[config.mk]
export PLATFORM = sky130hd
export DESIGN_NAME = data_memory_arbiter_flat
export DESIGN_NICKNAME = d
export VERILOG_FILES = /design/src/rtl/data_memory_arbiter_if.sv /design/src/rtl/data_memory_arbiter.sv /design/src/flat_wrapper.sv
export SDC_FILE = /design/constraint.sdc
export NUM_CORES = 1
export LEC_CHECK = 0
export CORE_UTILIZATION = 42
export CTS_CLUSTER_DIAMETER = 40
export DETAILED_ROUTE_END_ITERATION = 8
export HOLD_SLACK_MARGIN = 0.08
export PLACE_DENSITY = 0.89
export SLEW_MARGIN = 15
export SYNTH_ARGS = -nofsm -noshare
export SYNTH_HDL_FRONTEND = slang
export SYNTH_SLANG_ARGS = --single-unit
[constraint.sdc]
create_clock -name Clock -period 4.82 [get_ports Clock]
set_clock_uncertainty 0.1 [all_clocks]
set_input_delay 0.482 -clock Clock [delete_from_list [all_inputs] [get_ports Clock]]
set_output_delay 0.482 -clock Clock [all_outputs]
set_load 0.005 [all_outputs]
[src/rtl/data_memory_arbiter_if.sv]
// Bus bundle between the two requesters, the arbiter and the shared DataMemory.
// The arbiter uses the slave view; requesters/memory model use the master view.
interface data_memory_arbiter_if #(
  parameter int DATA_WIDTH = 24
);
  logic                  Req0, Req1;
  logic                  Wr0, Wr1;
  logic [DATA_WIDTH-1:0] Addr0, Addr1;
  logic [DATA_WIDTH-1:0] WData0, WData1;
  logic                  Ack0, Ack1;
  logic [DATA_WIDTH-1:0] RData0, RData1;
  logic [DATA_WIDTH-1:0] MemAddress;
  logic [DATA_WIDTH-1:0] MemWriteData;
  logic                  MemWrite;
  logic                  MemRead;
  logic [DATA_WIDTH-1:0] MemReadData;
  logic                  Busy;

  modport slave (
    input  Req0, Req1, Wr0, Wr1, Addr0, Addr1, WData0, WData1, MemReadData,
    output Ack0, Ack1, RData0, RData1, MemAddress, MemWriteData, MemWrite,
           MemRead, Busy
  );

  modport master (
    output Req0, Req1, Wr0, Wr1, Addr0, Addr1, WData0, WData1, MemReadData,
    input  Ack0, Ack1, RData0, RData1, MemAddress, MemWriteData, MemWrite,
           MemRead, Busy
  );
endinterface

[src/rtl/data_memory_arbiter.sv]
// Two-port round-robin arbiter/sequencer for the shared DataMemory.
// One access at a time: IDLE (arbitrate) -> ACCESS (WAIT_CYCLES) -> DONE (Ack).
// MemAddress/MemWriteData double as the latched address/data of the access.
module data_memory_arbiter #(
  parameter int DATA_WIDTH  = 24,
  parameter int WAIT_CYCLES = 1
) (
  input logic                  Clock,
  input logic                  Reset,
  data_memory_arbiter_if.slave bus
);
  typedef enum logic [1:0] {IDLE, ACCESS, DONE} state_t;

  localparam logic [3:0] CNT_INIT = 4'(WAIT_CYCLES - 1);

  state_t     state;
  logic [3:0] cnt;
  logic       last_grant;
  logic       grant;
  logic       wr;
  logic       req_any;
  logic       pick;
  logic       wr_sel;

  // Round-robin pick: a lone requester wins, a tie goes to the port not served last.
  always_comb begin
    req_any = bus.Req0 | bus.Req1;
    pick    = bus.Req1;
    if (bus.Req0 && bus.Req1) pick = ~last_grant;
    wr_sel  = pick ? bus.Wr1 : bus.Wr0;
  end

  // Sequencer FSM; every memory-side and port-side output is registered here.
  always_ff @(posedge Clock or posedge Reset) begin
    if (Reset) begin
      state            <= IDLE;
      cnt              <= 4'd0;
      last_grant       <= 1'b1;
      grant            <= 1'b0;
      wr               <= 1'b0;
      bus.Ack0         <= 1'b0;
      bus.Ack1         <= 1'b0;
      bus.RData0       <= '0;
      bus.RData1       <= '0;
      bus.MemAddress   <= '0;
      bus.MemWriteData <= '0;
      bus.MemWrite     <= 1'b0;
      bus.MemRead      <= 1'b0;
      bus.Busy         <= 1'b0;
    end else begin
      bus.Ack0 <= 1'b0;
      bus.Ack1 <= 1'b0;
      case (state)
        IDLE: begin
          if (req_any) begin
            state            <= ACCESS;
            grant            <= pick;
            last_grant       <= pick;
            wr               <= wr_sel;
            cnt              <= CNT_INIT;
            bus.MemAddress   <= pick ? bus.Addr1 : bus.Addr0;
            bus.MemWriteData <= pick ? bus.WData1 : bus.WData0;
            bus.MemRead      <= ~wr_sel;
            // Write strobe only in the final ACCESS cycle: one write edge.
            bus.MemWrite     <= wr_sel && (CNT_INIT == 4'd0);
            bus.Busy         <= 1'b1;
          end
        end
        ACCESS: begin
          if (cnt == 4'd0) begin
            state        <= DONE;
            bus.MemRead  <= 1'b0;
            bus.MemWrite <= 1'b0;
            if (grant) bus.Ack1 <= 1'b1;
            else       bus.Ack0 <= 1'b1;
            if (!wr) begin
              if (grant) bus.RData1 <= bus.MemReadData;
              else       bus.RData0 <= bus.MemReadData;
            end
          end else begin
            cnt          <= cnt - 4'd1;
            bus.MemWrite <= wr && (cnt == 4'd1);
          end
        end
        DONE: begin
          state    <= IDLE;
          bus.Busy <= 1'b0;
        end
        default: begin
          state        <= IDLE;
          bus.Busy     <= 1'b0;
          bus.MemRead  <= 1'b0;
          bus.MemWrite <= 1'b0;
        end
      endcase
    end
  end
endmodule

[src/flat_wrapper.sv]
// flat-port wrapper written by rule: the top's interface ports become plain ports
module data_memory_arbiter_flat 
#(
  parameter int DATA_WIDTH  = 24,
  parameter int WAIT_CYCLES = 1
)
  (Clock, Reset, bus_Req0, bus_Req1, bus_Wr0, bus_Wr1, bus_Addr0, bus_Addr1, bus_WData0, bus_WData1, bus_MemReadData, bus_Ack0, bus_Ack1, bus_RData0, bus_RData1, bus_MemAddress, bus_MemWriteData, bus_MemWrite, bus_MemRead, bus_Busy);
  data_memory_arbiter_if #(.DATA_WIDTH(DATA_WIDTH)) bus_i ();
  input logic Clock;
  input logic Reset;
  input wire logic [$bits(bus_i.Req0)-1:0] bus_Req0;
  input wire logic [$bits(bus_i.Req1)-1:0] bus_Req1;
  input wire logic [$bits(bus_i.Wr0)-1:0] bus_Wr0;
  input wire logic [$bits(bus_i.Wr1)-1:0] bus_Wr1;
  input wire logic [$bits(bus_i.Addr0)-1:0] bus_Addr0;
  input wire logic [$bits(bus_i.Addr1)-1:0] bus_Addr1;
  input wire logic [$bits(bus_i.WData0)-1:0] bus_WData0;
  input wire logic [$bits(bus_i.WData1)-1:0] bus_WData1;
  input wire logic [$bits(bus_i.MemReadData)-1:0] bus_MemReadData;
  output wire logic [$bits(bus_i.Ack0)-1:0] bus_Ack0;
  output wire logic [$bits(bus_i.Ack1)-1:0] bus_Ack1;
  output wire logic [$bits(bus_i.RData0)-1:0] bus_RData0;
  output wire logic [$bits(bus_i.RData1)-1:0] bus_RData1;
  output wire logic [$bits(bus_i.MemAddress)-1:0] bus_MemAddress;
  output wire logic [$bits(bus_i.MemWriteData)-1:0] bus_MemWriteData;
  output wire logic [$bits(bus_i.MemWrite)-1:0] bus_MemWrite;
  output wire logic [$bits(bus_i.MemRead)-1:0] bus_MemRead;
  output wire logic [$bits(bus_i.Busy)-1:0] bus_Busy;
  assign bus_i.Req0 = bus_Req0;
  assign bus_i.Req1 = bus_Req1;
  assign bus_i.Wr0 = bus_Wr0;
  assign bus_i.Wr1 = bus_Wr1;
  assign bus_i.Addr0 = bus_Addr0;
  assign bus_i.Addr1 = bus_Addr1;
  assign bus_i.WData0 = bus_WData0;
  assign bus_i.WData1 = bus_WData1;
  assign bus_i.MemReadData = bus_MemReadData;
  assign bus_Ack0 = bus_i.Ack0;
  assign bus_Ack1 = bus_i.Ack1;
  assign bus_RData0 = bus_i.RData0;
  assign bus_RData1 = bus_i.RData1;
  assign bus_MemAddress = bus_i.MemAddress;
  assign bus_MemWriteData = bus_i.MemWriteData;
  assign bus_MemWrite = bus_i.MemWrite;
  assign bus_MemRead = bus_i.MemRead;
  assign bus_Busy = bus_i.Busy;
  data_memory_arbiter #(.DATA_WIDTH(DATA_WIDTH), .WAIT_CYCLES(WAIT_CYCLES)) u_core (.Clock(Clock), .Reset(Reset), .bus(bus_i));
endmodule
-- After elaboration in Yosys (flattened, before gate mapping)
Index checks and enable logic that the tools add are counted.
- add/subtract/negate cells: 1
- eq/ne operators: 6
- mux-type cells: 24
- bitwise operators: 7
- reduce and logical (&&, ||, !) cells: 13
- operator list (cell ; count):
    two-way mux 24 bit ; 2
    two-way mux 1 bit ; 13
    two-way mux 4 bit ; 2
    one-hot mux 4 bit (2 select lines) ; 1
    AND reduction 2 bit ; 4
    AND reduction 4 bit ; 2
    inverter 1 bit ; 6
    one-hot mux 1 bit (3 select lines) ; 2
    AND reduction 3 bit ; 2
    == test 4 x 1 -> 1 bit, second input constant ; 1
    zero test 4 bit ; 1
    two-way mux 2 bit ; 2
    inequality test 2 x 1 -> 1 bit, second input constant ; 2
    one-hot mux 2 bit (2 select lines) ; 1
    subtractor 4 x 1 -> 4 bit, second input constant ; 1
    == test 2 x 1 -> 1 bit, second input constant ; 1
    == test 2 bit, second input constant ; 1
    logical AND 1 bit ; 2
    zero test 2 bit ; 1
    inequality test 2 bit, second input constant ; 1
    one-hot mux 1 bit (2 select lines) ; 1
    nonzero test 2 bit ; 1
    bitwise OR 1 bit ; 1
- register bits after elaboration: 110
- input port bits: 126
- logic and storage cells: 65

-- Logic depth before layout (Yosys ltp)
Gate-level depths: netlist of the first run.
- depth after elaboration: 6
- gate-level depth with buffers: 6

-- Worst setup path before layout of the first run
No wires, ideal clock.
- path type: reg2reg
- start point: register u_core.cnt[0]
- end point: register u_core.bus.RData1[0]
- setup time: 125 ps
- arrival time: 1712 ps
- required time: 4595 ps
- slack: 2883 ps
- cell stages (with the launch flop): 7
- path buffers: 1
- clock period less this slack: 1937 ps
- cell sequence: dfrtp_1 > inv_1 > ha_1 > nor2b_1 > nand4b_4 > buf_6 > mux2_4
- word-level cells in the longest chain between the ends: 2
- ends and longest elaborated chain (element ; line ; RTL):
    from (decl) ; data_memory_arbiter.sv:17 ; logic [3:0] cnt;
    from (signal assigned) ; data_memory_arbiter.sv:81 ; cnt <= cnt - 4'd1;
    zero test 4 bit ; data_memory_arbiter.sv:70 ; if (cnt == 4'd0) begin
    AND reduction 4 bit (no line) ; n/a ;
    to (signal assigned) ; data_memory_arbiter.sv:77 ; if (grant) bus.RData1 <= bus.MemReadData;
    to (decl) ; data_memory_arbiter_if.sv:21 ; output Ack0, Ack1, RData0, RData1, MemAddress, MemWriteData, MemWrite,
No other way between the ends.
A chain may end at the register's enable or synchronous reset.

-- Worst setup path in the final report of the first run
- start point: register u_core.cnt[0]
- end point: register u_core.bus.RData1[14]
Same word-level chain as after synthesis.

==> results of run 1 <==
==> per-stage QoR <==
stage          area (um^2)  utilization, %  std cells
2_1_floorplan         4910               -        320
3_3_place_gp          7310            64.0        679
3_5_place_dp          7310            64.0        679
4_1_cts               7620            66.8        695
5_1_grt               7650            67.0        696
6_report              7650            67.0        696
==> metal layers <==
layer  part of all wire, %  vias up  global-route usage (%)
met5                     0        -                       0
li1                      -     1599                       -
met1                    38     1713                    22.3
met4                   2.1        0                    6.30
met2                    52      136                    36.7
met3                   7.1       19                    4.35
==> state kept, by name, indices dropped and copies added, names as in the netlist <==
name                     count
u_core.bus.MemAddress       24
u_core.bus.MemWriteData     24
u_core.bus.RData0           24
u_core.bus.RData1           24
u_core.cnt                   4
u_core.state                 2
u_core.bus.Ack0              1
u_core.bus.Ack1              1
u_core.bus.Busy              1
u_core.bus.MemRead           1
u_core.bus.MemWrite          1
u_core.grant                 1
u_core.last_grant            1
u_core.wr                    1
==> synth_stat cells (all sizes together) <==
cell type | n | share of area [%]
a221o | 1 | 0.20
a21oi | 4 | 0.41
nand3 | 5 | 0.76
a31oi | 1 | 0.13
nand2 | 1 | 0.076
a21boi | 1 | 0.15
inv | 6 | 0.46
a221oi | 1 | 0.18
nor2b | 3 | 0.38
nand2b | 1 | 0.13
nand4b | 1 | 0.48
buf | 15 | 2.0
nor3b | 1 | 0.38
ha | 3 | 0.76
mux2 | 144 | 35
a21bo | 1 | 0.20
a22o | 3 | 0.53
o21bai | 1 | 0.15
dfstp | 1 | 0.53
and3 | 1 | 0.13
nor3 | 1 | 0.10
or3b | 1 | 0.18
and2 | 1 | 0.13
or2 | 1 | 0.13
o22ai | 1 | 0.13
mux2i | 1 | 0.20
nor2 | 5 | 0.38
o21ai | 3 | 0.31
dfrtp | 109 | 56
o211ai | 1 | 0.15
nand4 | 1 | 0.13
==> cell type report <==
| cell class | count | area (um^2) | share of cell area, % |
|---|---|---|---|
| flip-flops and latches | 110 | 2750 | 36.0 |
| repair buffers | 232 | 2330 | 30.4 |
| multi-input cells | 189 | 2050 | 26.8 |
| clock buffers | 9 | 225 | 2.94 |
| well taps | 143 | 179 | 2.34 |
| clock inverters | 7 | 88.8 | 1.16 |
| inverters | 6 | 27.5 | 0.360 |
==> critical path, stage by stage (launching register included) <==
cell and delay [ns]:
dfrtp_1 0.41, inv_1 0.12, ha_1 0.18, nor2b_1 0.45
nand4b_4 0.60, mux2_4 0.50
==> how the worst max path moves through the flow <==
stage | slack, ns | startpoint | to | cells past startpoint
after floorplan | 1.34 | Reset | u_core.bus.Ack0 | 1
after global routing | 2.15 | u_core.cnt[0] | u_core.bus.RData1[14] | 5
after detailed placement | 1.64 | bus_Req1 | u_core.bus.MemAddress[16] | 5
after CTS | 2.00 | bus_Req1 | u_core.bus.MemAddress[16] | 5
final | 2.34 | u_core.cnt[0] | u_core.bus.RData1[14] | 5
after global placement | 1.76 | bus_Req1 | u_core.bus.MemWriteData[14] | 5
==> placed cells by master, fill, tap and decap left out, types with 2 or more instances in the layout <==
master | netlist | routed
nor2_1 | 5 | 5
o21ai_0 | 3 | 3
ha_1 | 3 | 3
buf_4 | 0 | 5
mux2_2 | 124 | 124
nand3_1 | 4 | 4
dfrtp_1 | 109 | 109
mux2_4 | 20 | 20
a21oi_1 | 4 | 4
a22o_1 | 3 | 3
nor2b_1 | 3 | 3
inv_8 | 0 | 3
clkdlybuf4s50_1 | 0 | 226
inv_1 | 6 | 5
inv_6 | 0 | 2
clkbuf_16 | 0 | 9
==> logic make-up after synthesis <==
family | after synthesis | share of synthesized area [%]
fa+ha+maj | 3 | 0.764
compound gates | 18 | 2.55
simple gates | 23 | 3.39
buf+inv | 21 | 2.50
flops | 110 | 56.1
mux | 145 | 34.7
==> power groups by stage <==
| stage | Sequential (mW) | Clock (mW) | Combinational (mW) |
|---|---|---|---|
| 2_1_floorplan | 1.68 | 0 | 0.948 |
| 3_3_place_gp | 1.67 | 0 | 2.08 |
| 3_5_place_dp | 1.70 | 0 | 2.14 |
| 4_1_cts | 1.68 | 0.794 | 2.15 |
| 5_1_grt | 1.74 | 0.829 | 2.28 |
| 6_report | 1.68 | 0.766 | 2.12 |
==> summary.md, run 1 <==
| Metric | Value |
|---|---|
| Hold path cells | `1` |
| Power density cells | `596 nW/um^2` |
| Synth Area per Inst | `between 15 and 20 um^2` |
| 1st-pass router iterations | `4` |
| Worst hold path endpoint | `u_core.bus.RData0[6]` |
| WP data required | `4.94 ns` |
| Wirelength per Cell | `17.2 um` |
| R2R depth | `5` |
| GRT overflow | `0` |
| Internal | `3.26 mW` |
| Initial antenna violation count | `0` |
| CTS buffer count | `9` |
| Final wirelength | `about 12000 um` |
| Seq pwr share | `36.7%` |
| Crit Path Category | `flop to flop` |
| Root cell of the clock tree | `clkbuf_16` |
| Area grow syn2layout | `55.8%` |
| Initial Util | `43.0%` |
| Pwr Total | `4.57 mW` |
| Vias/cell | `4.98` |
| Startpoint Class | `flop` |
| Fillers | `855` |
| Dpl hpwl | `8990 um` |
| Layout cells sized above 1 | `31.8%` |
| Worst-Skew Late Latency | `0.33 ns` |
| Die extent in y | `110 um` |
| Gr usage total | `19.7%` |
| Max clock buf depth | `2` |
| PortBufs | `226` |
| FMAX | `402 MHz` |
| Status | `finished, final reports clean` |
| Data arrival, critical path | `2.60 ns` |
| Clock share of power | `between 10% and 20%` |
| Hold Vio Cnt, Final | `0` |
| Yosys cell types | `34` |
| Register area share after synthesis | `a little under three fifths` |
| GP Congestion | `roughly 0.74` |
| RSZ-0062 raised after global routing | `no` |
| Largest net degree at the start of global routing | `88` |
| HP Start | `u_core.bus.RData0[6]` |
| Vias in the first global route | `between 3000 and 4000` |
| Period utilisation layout | `51.6%` |
| Final min period | `2.48 ns` |
| Relative slew margins | `47.7%` |
| # setup viols final | `0` |
| Die Area | `approximately 12000 um^2` |
| Global-route wire length before repair | `18200 um` |
| Sw Ratio | `~29%` |
| Row cnt | `39` |
| Initial drt markers | `~130` |
| Post-route DRC violation count | `0` |
| Resized cells post-CTS | `0` |
| Max-cap violations | `0` |
| Clock-pin transition on the worst setup and hold timing paths | `0.08 ns` |
| Post-DRT Antenna Nets | `0` |
| R2r endpoint | `u_core.bus.RData1[14]` |
| Die X | `around 110 um` |
| Seq cells post-synth | `110` |
| Synth Net Count | `about 450` |
| Hold buffer count at cts | `0` |
| CTS tree | `done` |
| Post-route setup slack | `between 2 and 2.5 ns` |
| Setup slack, reg-to-reg | `2.34 ns` |
| Classification of the worst-slack hold path | `flop to flop` |
| Psw | `between 1 and 1.5 mW` |
| YS warnings | `0` |
| Peak VDD IR | `approximately 0.32 mV` |
| Slew Viols, Final | `0` |
| Clock Sinks | `110` |
| Gate power share | `46.5%` |
| # IOs | `227` |
| Largest fanout on the critical path | `24` |
| Core Region | `11400 um^2` |
| Cells after synthesis | `320` |
| Post CTS Setup Buffer Count | `0` |
| Post-Route Setup TNS | `0 ns` |
| Place WS | `roughly 1.6 ns` |
| Cell area after synthesis | `4910 um^2` |
| Diodes inserted | `0` |
| Hold_ws | `0.408 ns` |
| Worst Max-Slew Pin Slew | `0.784 ns` |
| CTS H-tree depth | `3` |
| Worst Setup End Kind | `flop` |
| Via Count | `3467` |
| FF-to-FF Start | `u_core.cnt[0]` |
| LEAKAGE | `approximately 3.2 nW` |
| Nets | `677` |
No activity file was read; power rests on OpenSTA's default activity.
==> run 2: changes to the inputs <==
--- a/config.mk
+++ b/config.mk
@@ -5,11 +5,11 @@
 export SDC_FILE = /design/constraint.sdc
 export NUM_CORES = 1
 export LEC_CHECK = 0
-export CORE_UTILIZATION = 42
+export CORE_UTILIZATION = 38
 export CTS_CLUSTER_DIAMETER = 40
 export DETAILED_ROUTE_END_ITERATION = 8
 export HOLD_SLACK_MARGIN = 0.08
-export PLACE_DENSITY = 0.89
+export PLACE_DENSITY = 0.86
 export SLEW_MARGIN = 15
 export SYNTH_ARGS = -nofsm -noshare
 export SYNTH_HDL_FRONTEND = slang
==> constraint.sdc (replaced) <==
create_clock -name Clock -period 2.2 [get_ports Clock]
set_clock_uncertainty 0.1 [all_clocks]
set_input_delay 0.22 -clock Clock [delete_from_list [all_inputs] [get_ports Clock]]
set_output_delay 0.22 -clock Clock [all_outputs]
set_load 0.005 [all_outputs]
==> run 2 against run 1 <==
Net effect: via count is 0.87% lower; critical path type unchanged; design area is 2.0% higher; critical endpoint is now u_core.bus.RData0[19]; highest routed layer unchanged; core utilization is 5.2 points lower; largest cell class unchanged.
==> summary.md, run 2 (synthesis gave the netlist of run 1 again) <==
| Metric | Value |
|---|---|
| Peak VDD IR | `roughly 0.72 mV` |
| PortBufs | `approximately 230` |
| Worst Setup End Kind | `flop` |
| Data arrival, critical path | `2.10 ns` |
| # IOs | `227` |
| Global-route wire length before repair | `around 19000 um` |
| Final wirelength | `12200 um` |
| Place WS | `0.0364 ns` |
| Fillers | `988` |
| Classification of the worst-slack hold path | `input port to asynchronous set/reset pin` |
| Vias/cell | `4.71` |
| CTS H-tree depth | `3` |
| Period utilisation layout | `between 80% and 90%` |
| Crit Path Category | `flop to flop` |
| Post CTS Setup Buffer Count | `0` |
| Nets | `~700` |
| Final min period | `1.97 ns` |
| CTS tree | `done` |
| Die Area | `13400 um^2` |
| Root cell of the clock tree | `clkbuf_16` |
| Post-route setup slack | `0.231 ns` |
| Largest net degree at the start of global routing | `50` |
| Area grow syn2layout | `58.9%` |
| Crit path max-delay family | `simple AND/OR/NAND/NOR gates` |
| Clock-pin transition on the worst setup and hold timing paths | `0.07 ns` |
| Core Region | `12600 um^2` |
| Power density cells | `1320 nW/um^2` |
| Startpoint Class | `flop` |
| GRT overflow | `0` |
| Worst Max-Slew Pin Slew | `0.602 ns` |
| Vias in the first global route | `3681` |
| Gr usage total | `18.3%` |
| Max clock buf depth | `2` |
| CTS buffer count | `9` |
| Layout cells sized above 1 | `32.5%` |
| Row cnt | `41` |
| Initial Util | `between 30% and 40%` |
| Critical path's slowest cell | `dfrtp_1` |
| Status | `finished, final reports clean` |
| Diodes inserted | `0` |
| Post-DRT Antenna Nets | `0` |
| Initial antenna violation count | `0` |
| LEAKAGE | `3.26 nW` |
| Clock Sinks | `110` |
| WP data required | `2.33 ns` |
| Commonest non-fill, non-tap cell in the layout | `clkdlybuf4s50_1` |
| Initial drt markers | `~130` |
| Worst-Skew Late Latency | `0.35 ns` |
| Max-cap violations | `0` |
| Wirelength per Cell | `16.7 um` |
| GP Congestion | `0.778` |
| FMAX | `roughly 510 MHz` |
| Multi-input gate area | `2070 um^2` |
| Die X | `116 um` |
| Via Count | `3437` |
| Most frequent cells in the layout | `clkdlybuf4s50_1, mux2_2, dfrtp_1` |
| Slew Viols, Final | `0` |
| # setup viols final | `0` |
| Largest fanout on the critical path | `12` |
| Die extent in y | `116 um` |
| Buf/Inv on CP | `2` |
| 1st-pass router iterations | `4` |
| RSZ-0062 raised after global routing | `no` |
| Dpl hpwl | `9030 um` |
| Hold Vio Cnt, Final | `0` |
| Post-route DRC violation count | `0` |
| Post-Route Setup TNS | `0 ns` |
| Crit-path cells | `inv_1 > ha_1 > nor2b_2 > buf_4 > nand3_4 > mux2_2` |
| Relative slew margins | `between 50% and 60%` |
| Delay of the slowest cell on the worst path | `0.40 ns` |
| Register area | `2750 um^2` |
run 2: per-layer routing:
metal	vias up	wire length [um]	global-route usage (%)	share of wire (%)
li1	1613	-	-	-
met1	1676	4840	21.2	40
met3	11	915	6.33	7.5
met4	0	103	4.44	0.85
met5	-	0	0	0
met2	137	6300	32.3	52
run 2: worst paths after layout:
check	from	end	slack [ns]	cells past startpoint
max	u_core.cnt[0]	u_core.bus.RData0[19]	0.23	6
min	Reset	u_core.bus.RData1[0]	0.14	2
max reg2reg	u_core.cnt[0]	u_core.bus.RData0[19]	0.23	6
min reg2reg	u_core.bus.MemRead	u_core.bus.MemRead	0.40	1
max in group asynchronous	Reset	u_core.last_grant	1.22	3
min in group Clock	bus_MemReadData[3]	u_core.bus.RData1[3]	0.40	2
run 2: area by class of cell:
| class | count | share of cell area, % |
|---|---|---|
| repair buffers | 235 | 30.6 |
| multi-input cells | 190 | 26.5 |
| flip-flops and latches | 110 | 35.3 |
| inverters | 6 | 0.337 |
| well taps | 172 | 2.76 |
| clock buffers | 9 | 2.89 |
| clock inverters | 7 | 1.55 |
run 2: power breakdown:
group	total (mW)	leakage, nW	internal [mW]	switching, mW
clock network	1.86	0.170	1.12	0.742
registers	3.67	1.29	3.07	0.597
logic	4.76	1.79	3.22	1.54
total	10.3	3.26	7.41	2.88
run 2: through the flow:
stage	hold slack, ns	util, %	area (um^2)	instances	total power [mW]
6_report	0.145	61.9	7810	729	10.3
5_1_grt	0.178	61.9	7810	729	10.9
4_1_cts	0.139	61.7	7790	728	10.4
3_5_place_dp	0.393	59.0	7440	712	8.45
3_3_place_gp	0.388	59.0	7440	712	8.26
2_1_floorplan	0.183	-	4920	320	5.76
run 2: repair_timing:
action / in CTS / in global routing
hold buffers: 0 / 0
setup endpoints to repair: 0 / 24
gates resized for setup: 0 / 2
